$ cat config.mk
export PLATFORM = sky130hd
export DESIGN_NAME = fp_result_packer_flat
export DESIGN_NICKNAME = d
export VERILOG_FILES = /design/src/rtl/fp_result_packer_if.sv /design/src/rtl/fp_result_packer.sv /design/src/flat_wrapper.sv
export SDC_FILE = /design/constraint.sdc
export NUM_CORES = 1
export LEC_CHECK = 0
export BUFFER_PORTS_ARGS = -buffer_cell sky130_fd_sc_hd__buf_2
export CAP_MARGIN = 20
export CORE_MARGIN = 2
export CORE_UTILIZATION = 50
export DETAILED_ROUTE_END_ITERATION = 12
export PLACE_DENSITY = 0.73
export SETUP_SLACK_MARGIN = 0.5
export SLEW_MARGIN = 20
export SYNTH_ARGS = -nofsm -noshare
export SYNTH_HDL_FRONTEND = slang
export SYNTH_SLANG_ARGS = --single-unit
$ cat constraint.sdc
create_clock -name clk -period 3 [get_ports clk]
set_clock_uncertainty 0.1 [all_clocks]
set_input_delay 0.15 -clock clk [delete_from_list [all_inputs] [get_ports clk]]
set_output_delay 0.15 -clock clk [all_outputs]
set_load 0.005 [all_outputs]
$ cat src/rtl/fp_result_packer_if.sv
// Handshake bundle between the mantissa multiplier, the result packer and the
// result register. Widths follow the selected IEEE format.
interface fp_result_packer_if #(
  parameter int IS_DOUBLE = 0
);
  localparam int F     = IS_DOUBLE ? 52 : 23;
  localparam int E     = IS_DOUBLE ? 11 : 8;
  localparam int WIDTH = IS_DOUBLE ? 64 : 32;

  logic                in_valid;
  logic                in_ready;
  logic                in_sign;
  logic signed [E+1:0] in_exp;
  logic [2*F+1:0]      in_mant;
  logic [1:0]          in_special;
  logic                out_valid;
  logic                out_ready;
  logic [WIDTH-1:0]    result;
  logic                overflow;
  logic                underflow;
  logic                inexact;

  // packer view
  modport slave (
    input  in_valid, in_sign, in_exp, in_mant, in_special, out_ready,
    output in_ready, out_valid, result, overflow, underflow, inexact
  );

  // multiplier / result register view
  modport master (
    output in_valid, in_sign, in_exp, in_mant, in_special, out_ready,
    input  in_ready, out_valid, result, overflow, underflow, inexact
  );
endinterface

$ cat src/rtl/fp_result_packer.sv
// Result packer: iterative normalize, round-to-nearest-even and IEEE pack of an
// unpacked product. One normalization step per cycle, valid/ready both sides.
module fp_result_packer #(
  parameter int IS_DOUBLE = 0
) (
  input  logic              clk,
  input  logic              rst,
  fp_result_packer_if.slave bus
);
  localparam int F     = IS_DOUBLE ? 52 : 23;
  localparam int E     = IS_DOUBLE ? 11 : 8;
  localparam int WIDTH = IS_DOUBLE ? 64 : 32;
  localparam int MW    = 2*F + 2;
  // Two extra bits over the input exponent leave headroom for the final
  // right shift and the rounding carry without wrapping.
  localparam int XW    = E + 4;

  localparam logic signed [XW-1:0] EXP_ONE = XW'(1);
  localparam logic signed [XW-1:0] EXP_MIN = XW'(-(F + 2));
  localparam logic signed [XW-1:0] EXP_INF = XW'((1 << E) - 1);
  localparam logic [WIDTH-1:0]     QNAN    = {1'b0, {E{1'b1}}, 1'b1, {(F-1){1'b0}}};

  typedef enum logic [1:0] {IDLE, NORM, ROUND, DONE} state_t;

  state_t               state, state_nxt;
  logic                 wsign;
  logic signed [XW-1:0] wexp;
  logic [MW-1:0]        wmant;
  logic                 wsticky;
  logic [WIDTH-1:0]     result_q;
  logic                 overflow_q, underflow_q, inexact_q;
  logic                 out_valid_q;

  logic                 is_special, force_zero, shift_right, shift_left;
  logic [WIDTH-1:0]     special_result;

  logic [F:0]           kept, kept_rnd;
  logic [F+1:0]         sum;
  logic                 guard, rsticky, inc;
  logic signed [XW-1:0] exp_rnd;
  logic [E-1:0]         exp_field;
  logic                 rnd_overflow, rnd_inexact, rnd_underflow;
  logic [WIDTH-1:0]     rnd_result;

  // Classify the incoming product and choose this cycle's normalization step.
  always_comb begin
    is_special  = (bus.in_special != 2'b00) || (bus.in_mant == '0);
    force_zero  = wexp < EXP_MIN;
    shift_right = !force_zero && (wmant[MW-1] || wexp < EXP_ONE);
    shift_left  = !force_zero && !shift_right && !wmant[2*F] && wexp > EXP_ONE;
  end

  // Canonical results for the operand-classification shortcuts.
  always_comb begin
    case (bus.in_special)
      2'b11:   special_result = QNAN;
      2'b10:   special_result = {bus.in_sign, {E{1'b1}}, {F{1'b0}}};
      default: special_result = {bus.in_sign, {(WIDTH-1){1'b0}}};
    endcase
  end

  // Round to nearest-even on the normalized working register and pack.
  always_comb begin
    kept    = wmant[2*F:F];
    guard   = wmant[F-1];
    rsticky = (|wmant[F-2:0]) | wsticky;
    inc     = guard & (rsticky | kept[0]);
    sum     = {1'b0, kept} + {{(F+1){1'b0}}, inc};
    if (sum[F+1]) begin
      kept_rnd = sum[F+1:1];
      exp_rnd  = wexp + EXP_ONE;
    end else begin
      kept_rnd = sum[F:0];
      exp_rnd  = wexp;
    end
    // A hidden bit of 0 only happens at exp==1, i.e. a denormal; a denormal
    // that rounds into the hidden bit naturally picks up exponent field 1.
    exp_field     = kept_rnd[F] ? exp_rnd[E-1:0] : '0;
    rnd_overflow  = exp_rnd >= EXP_INF;
    rnd_inexact   = guard | rsticky | rnd_overflow;
    rnd_underflow = (guard | rsticky) & ~kept[F];
    if (rnd_overflow) rnd_result = {wsign, {E{1'b1}}, {F{1'b0}}};
    else              rnd_result = {wsign, exp_field, kept_rnd[F-1:0]};
  end

  // State register.
  always_ff @(posedge clk) begin
    if (rst) state <= IDLE;
    else     state <= state_nxt;
  end

  // Next-state logic.
  always_comb begin
    state_nxt = state;
    case (state)
      IDLE:    if (bus.in_valid) state_nxt = is_special ? DONE : NORM;
      NORM:    if (!force_zero && !shift_right && !shift_left) state_nxt = ROUND;
      ROUND:   state_nxt = DONE;
      DONE:    if (out_valid_q && bus.out_ready) state_nxt = IDLE;
      default: state_nxt = IDLE;
    endcase
  end

  // Outputs: accept only when idle, present the registered result.
  always_comb begin
    bus.in_ready  = (state == IDLE);
    bus.out_valid = out_valid_q;
    bus.result    = result_q;
    bus.overflow  = overflow_q;
    bus.underflow = underflow_q;
    bus.inexact   = inexact_q;
  end

  // Working register and result register updates.
  always_ff @(posedge clk) begin
    if (rst) begin
      wsign       <= 1'b0;
      wexp        <= '0;
      wmant       <= '0;
      wsticky     <= 1'b0;
      result_q    <= '0;
      overflow_q  <= 1'b0;
      underflow_q <= 1'b0;
      inexact_q   <= 1'b0;
    end else begin
      case (state)
        IDLE: if (bus.in_valid) begin
          wsign   <= bus.in_sign;
          wexp    <= {{(XW-E-2){bus.in_exp[E+1]}}, bus.in_exp};
          wmant   <= bus.in_mant;
          wsticky <= 1'b0;
          if (is_special) begin
            result_q    <= special_result;
            overflow_q  <= 1'b0;
            underflow_q <= 1'b0;
            inexact_q   <= 1'b0;
          end
        end
        NORM: begin
          if (force_zero) begin
            // Far below the smallest denormal: everything becomes sticky.
            wmant   <= '0;
            wsticky <= wsticky | (|wmant);
            wexp    <= EXP_ONE;
          end else if (shift_right) begin
            wmant   <= wmant >> 1;
            wsticky <= wsticky | wmant[0];
            wexp    <= wexp + EXP_ONE;
          end else if (shift_left) begin
            wmant   <= wmant << 1;
            wexp    <= wexp - EXP_ONE;
          end
        end
        ROUND: begin
          result_q    <= rnd_result;
          overflow_q  <= rnd_overflow;
          underflow_q <= rnd_underflow;
          inexact_q   <= rnd_inexact;
        end
        default: ;
      endcase
    end
  end

  // out_valid rises one cycle after entering DONE and drops after the handshake.
  always_ff @(posedge clk) begin
    if (rst)                                 out_valid_q <= 1'b0;
    else if (state == DONE && !out_valid_q)  out_valid_q <= 1'b1;
    else if (out_valid_q && bus.out_ready)   out_valid_q <= 1'b0;
  end
endmodule

$ cat src/flat_wrapper.sv
// flat-port wrapper written by rule: the top's interface ports become plain ports
module fp_result_packer_flat 
#(
  parameter int IS_DOUBLE = 0
)
  (clk, rst, bus_in_valid, bus_in_sign, bus_in_exp, bus_in_mant, bus_in_special, bus_out_ready, bus_in_ready, bus_out_valid, bus_result, bus_overflow, bus_underflow, bus_inexact);
  fp_result_packer_if #(.IS_DOUBLE(IS_DOUBLE)) bus_i ();
  input  logic clk;
  input  logic rst;
  input wire logic [$bits(bus_i.in_valid)-1:0] bus_in_valid;
  input wire logic [$bits(bus_i.in_sign)-1:0] bus_in_sign;
  input wire logic [$bits(bus_i.in_exp)-1:0] bus_in_exp;
  input wire logic [$bits(bus_i.in_mant)-1:0] bus_in_mant;
  input wire logic [$bits(bus_i.in_special)-1:0] bus_in_special;
  input wire logic [$bits(bus_i.out_ready)-1:0] bus_out_ready;
  output wire logic [$bits(bus_i.in_ready)-1:0] bus_in_ready;
  output wire logic [$bits(bus_i.out_valid)-1:0] bus_out_valid;
  output wire logic [$bits(bus_i.result)-1:0] bus_result;
  output wire logic [$bits(bus_i.overflow)-1:0] bus_overflow;
  output wire logic [$bits(bus_i.underflow)-1:0] bus_underflow;
  output wire logic [$bits(bus_i.inexact)-1:0] bus_inexact;
  assign bus_i.in_valid = bus_in_valid;
  assign bus_i.in_sign = bus_in_sign;
  assign bus_i.in_exp = bus_in_exp;
  assign bus_i.in_mant = bus_in_mant;
  assign bus_i.in_special = bus_in_special;
  assign bus_i.out_ready = bus_out_ready;
  assign bus_in_ready = bus_i.in_ready;
  assign bus_out_valid = bus_i.out_valid;
  assign bus_result = bus_i.result;
  assign bus_overflow = bus_i.overflow;
  assign bus_underflow = bus_i.underflow;
  assign bus_inexact = bus_i.inexact;
  fp_result_packer #(.IS_DOUBLE(IS_DOUBLE)) u_core (.clk(clk), .rst(rst), .bus(bus_i));
endmodule
==> results.ini <==
[outcome]
outcome = completed

[final_layout]
layout_common_cells = buf_2 (101), nand2_1 (99), dfxtp_1 (87)
n_fill_cell = 1018
final_common_cell = buf_2
drive_above_1_share = 0.2688
final_area_um2 = 7413
final_util = 0.6198
layout.nets = 923
syn2layout_area_growth_pct = 21.91
final_cells = 999
diodes = 0

[critical_path]
arrival_ps = 2630
cp-start-kind = flop
path_max_fanout = 7
cp-end-kind = flop
criticalPathCategory = reg2reg
critical_path_required_ps = 3140

[clock_tree]
clock_path_buffers = 2
cts_buffers = 9
clock_latency_ps = 360
cts.htree.levels = 3
tritoncts = yes
clock-root-buffer = clkbuf_16
cts.sinks = 100
path_clk_slew_ps = 70

[floorplan]
core_area_um2 = 11960
ios = 102
die_h_um = 114.3
start_util = 0.5084
die_x_um = 114.3
fp.dieArea_um2 = 13060
rows = 40

[synth]
syn_area_per_cell_um2 = 8.012
synth-compound-area-share = 0.3230
synth_cell_type_count = 65
ys_seq_area_frac = 0.3292
yosysWarnings = 0
synth.mux.area_fraction = 0.001646
synth_ff_type = dfxtp_1
yosys.area_share.adder = 0.01646
synth_xor_area_frac = 0.04321
synth_top_family_by_area = compound AO/OA/AOI/OAI gates
synthArstFlopShare = 0
synth-simple-area-share = 0.2121
synth_cells = 759
synth_edf_count = 0
yosys_register_bits = 100
synth_fp_nets = 832
synthesis.area_um2 = 6081

[drt]
firstDrtPassIters = 6
routed_via_density = 6.521
wirelength_um = 19260
drt_iter0_drc = 704
ant_nets = 0
wl_per_cell_um = 19.28
num_vias = 6514
drc_errors = 0

[place]
dp_hpwl_um = 13200
port_buffers = 101
gp_congestion = 0.9487
dp.cells = 964
post_dp_cell_area_um2 = 6758

[global_routing]
grt_overflow_total = 0
grt_pass1_vias = 6092
busiest_layer = met2
use_met2 = 0.4651
use_met3 = 0.03441
grt_pass1_wl_um = 30710
grt_use_total = 0.2919
antenna_found_initial = 0
met1_usage = 0.4000
grt_start_max_net_pins = 56

[sta]
max-slew-margin-rel = 0.4872
hold_viol_final = 0
tightest_slew_ps = 769.3
fmax_mhz = 402.2
fin_crit_ps = 2486
rsz0062_at_grt = true
slew_viol_final = 0
setup_viol = 0
tns_ps = 0
fin_crit_sh = 0.8288

[power_and_ir_drop]
switching_power_mw = 3.600
p_clk_frac = 0.151
fin_total_pwr_mw = 7.636
p_int_mw = 4.036
p_sw_frac = 0.4714
p_leak_nw = 2.880
ir_worst_vdd_mv = 0.5783
power_density_nw_per_um2 = 1030
p_comb_frac = 0.557
p_seq_frac = 0.292

[min_path]
min_path_type = in2reg

[job]
cap_viol_max_count = 0

logic make-up (layout without fill, tap and decap cells):
kind of cell / Yosys count / count (layout)
buffers and inverters: 104 / 196
muxes: 1 / 1
DFF: 100 / 100
and+or+nand+nor: 249 / 250
adders and majority gates: 8 / 8
AOI/OAI and AO/OA: 267 / 267
xor gates and xnor gates: 30 / 30
critical path, stage by stage, from the launching register on:
cell and delay (ps):
dfxtp_2 410, nand4_1 240, nor4_4 290, buf_4 180, buf_6 100, and3_4 190, o21ai_4 80, a211oi_4 300
nor3_4 100, buf_6 160, a32o_1 210
cell type report:
type / instances / area [um2] / area share
Clock buffer: 11 / 242.7 / 0.03274
Clock inverter: 2 / 37.54 / 0.005063
Inverter: 25 / 93.84 / 0.01266
Multi-Input combinational cell: 556 / 3826 / 0.5161
Sequential cell: 100 / 2026 / 0.2732
Tap cell: 147 / 183.9 / 0.02481
Timing Repair Buffer: 158 / 1003 / 0.1354
repair_timing:
action,in CTS,in global routing
endpoints found under the setup margin,71,91
endpoints found under the hold margin,3,0
setup buffers,10,6
gates resized for setup,28,28
pin swaps,16,9
gates cloned,1,1
hold buffers,4,0
through the flow:
step	hold WS (ps)	setup slack [ps]
3_5_place_dp	327.2	62.82
3_3_place_gp	315.7	226.5
4_1_cts	16.99	370.9
6_report	16.21	513.7
2_1_floorplan	197.5	513.6
5_1_grt	43.15	424.8
routing by layer:
metal	share of wire	up-vias	wire, um
met3	0.082	50	1588
met4	0.028	0	535
met5	0	-	0
met2	0.46	371	8833
met1	0.43	3056	8306
li1	-	3037	-
sequential cells by signal, summed over array words and instances (netlist names):
register,cells
u_core.bus.inexact,1
u_core.bus.out_valid,1
u_core.bus.overflow,1
u_core.bus.result,32
u_core.bus.underflow,1
u_core.state,2
u_core.wexp,12
u_core.wmant,48
u_core.wsign,1
u_core.wsticky,1
final timing paths:
| kind | from | endpoint | slack [ps] | depth (start not counted) |
|---|---|---|---|---|
| worst min-delay path | bus_in_mant[2] | u_core.wmant[2]$_SDFFE_PP0P_ | 20 | 3 |
| worst min register to register | u_core.bus.overflow$_SDFFE_PP0P_ | u_core.bus.overflow$_SDFFE_PP0P_ | 350 | 2 |
| worst max-delay path | u_core.wmant[46]$_SDFFE_PP0P_ | u_core.bus.result[20]$_SDFFE_PP0P_ | 510 | 10 |
| worst max register to register | u_core.wmant[46]$_SDFFE_PP0P_ | u_core.bus.result[20]$_SDFFE_PP0P_ | 510 | 10 |
synthesized netlist by cell type (3+ instances only):
cell / n / area, um2
a221oi_1: 4 / 35.03
nand2b_1: 3 / 18.77
o211ai_1: 48 / 360.4
a22oi_1: 10 / 75.07
buf_2: 24 / 120.1
nand3_1: 15 / 75.07
ha_1: 8 / 100.1
a22o_1: 9 / 78.83
nor4_1: 22 / 137.6
o21ai_0: 11 / 55.05
a211oi_1: 7 / 52.55
nor2_1: 39 / 146.4
a21oi_1: 78 / 390.4
a21o_1: 3 / 22.52
and4_1: 6 / 52.55
xor2_1: 18 / 157.7
nor2b_1: 3 / 18.77
nand4_1: 20 / 125.1
buf_1: 3 / 11.26
a31oi_1: 5 / 31.28
and3_1: 6 / 37.54
o32ai_1: 6 / 52.55
buf_4: 6 / 45.04
o21ai_2: 10 / 87.58
a2bb2oi_1: 3 / 26.28
a221o_1: 45 / 450.4
dfxtp_1: 100 / 2002
o2bb2ai_1: 3 / 26.28
nor3_1: 15 / 75.07
clkbuf_1: 44 / 165.2
and2_1: 7 / 43.79
xnor2_1: 12 / 105.1
inv_1: 25 / 93.84
nand2_1: 99 / 371.6
power groups by stage:
stage	clock network, mW	registers [mW]	logic (mW)
3_5_place_dp	0	2.21	3.90
5_1_grt	1.21	2.28	4.59
2_1_floorplan	0	1.97	3.02
6_report	1.15	2.23	4.25
4_1_cts	1.16	2.18	4.05
3_3_place_gp	0	2.19	3.84
Power figures use the tool's default switching activity.
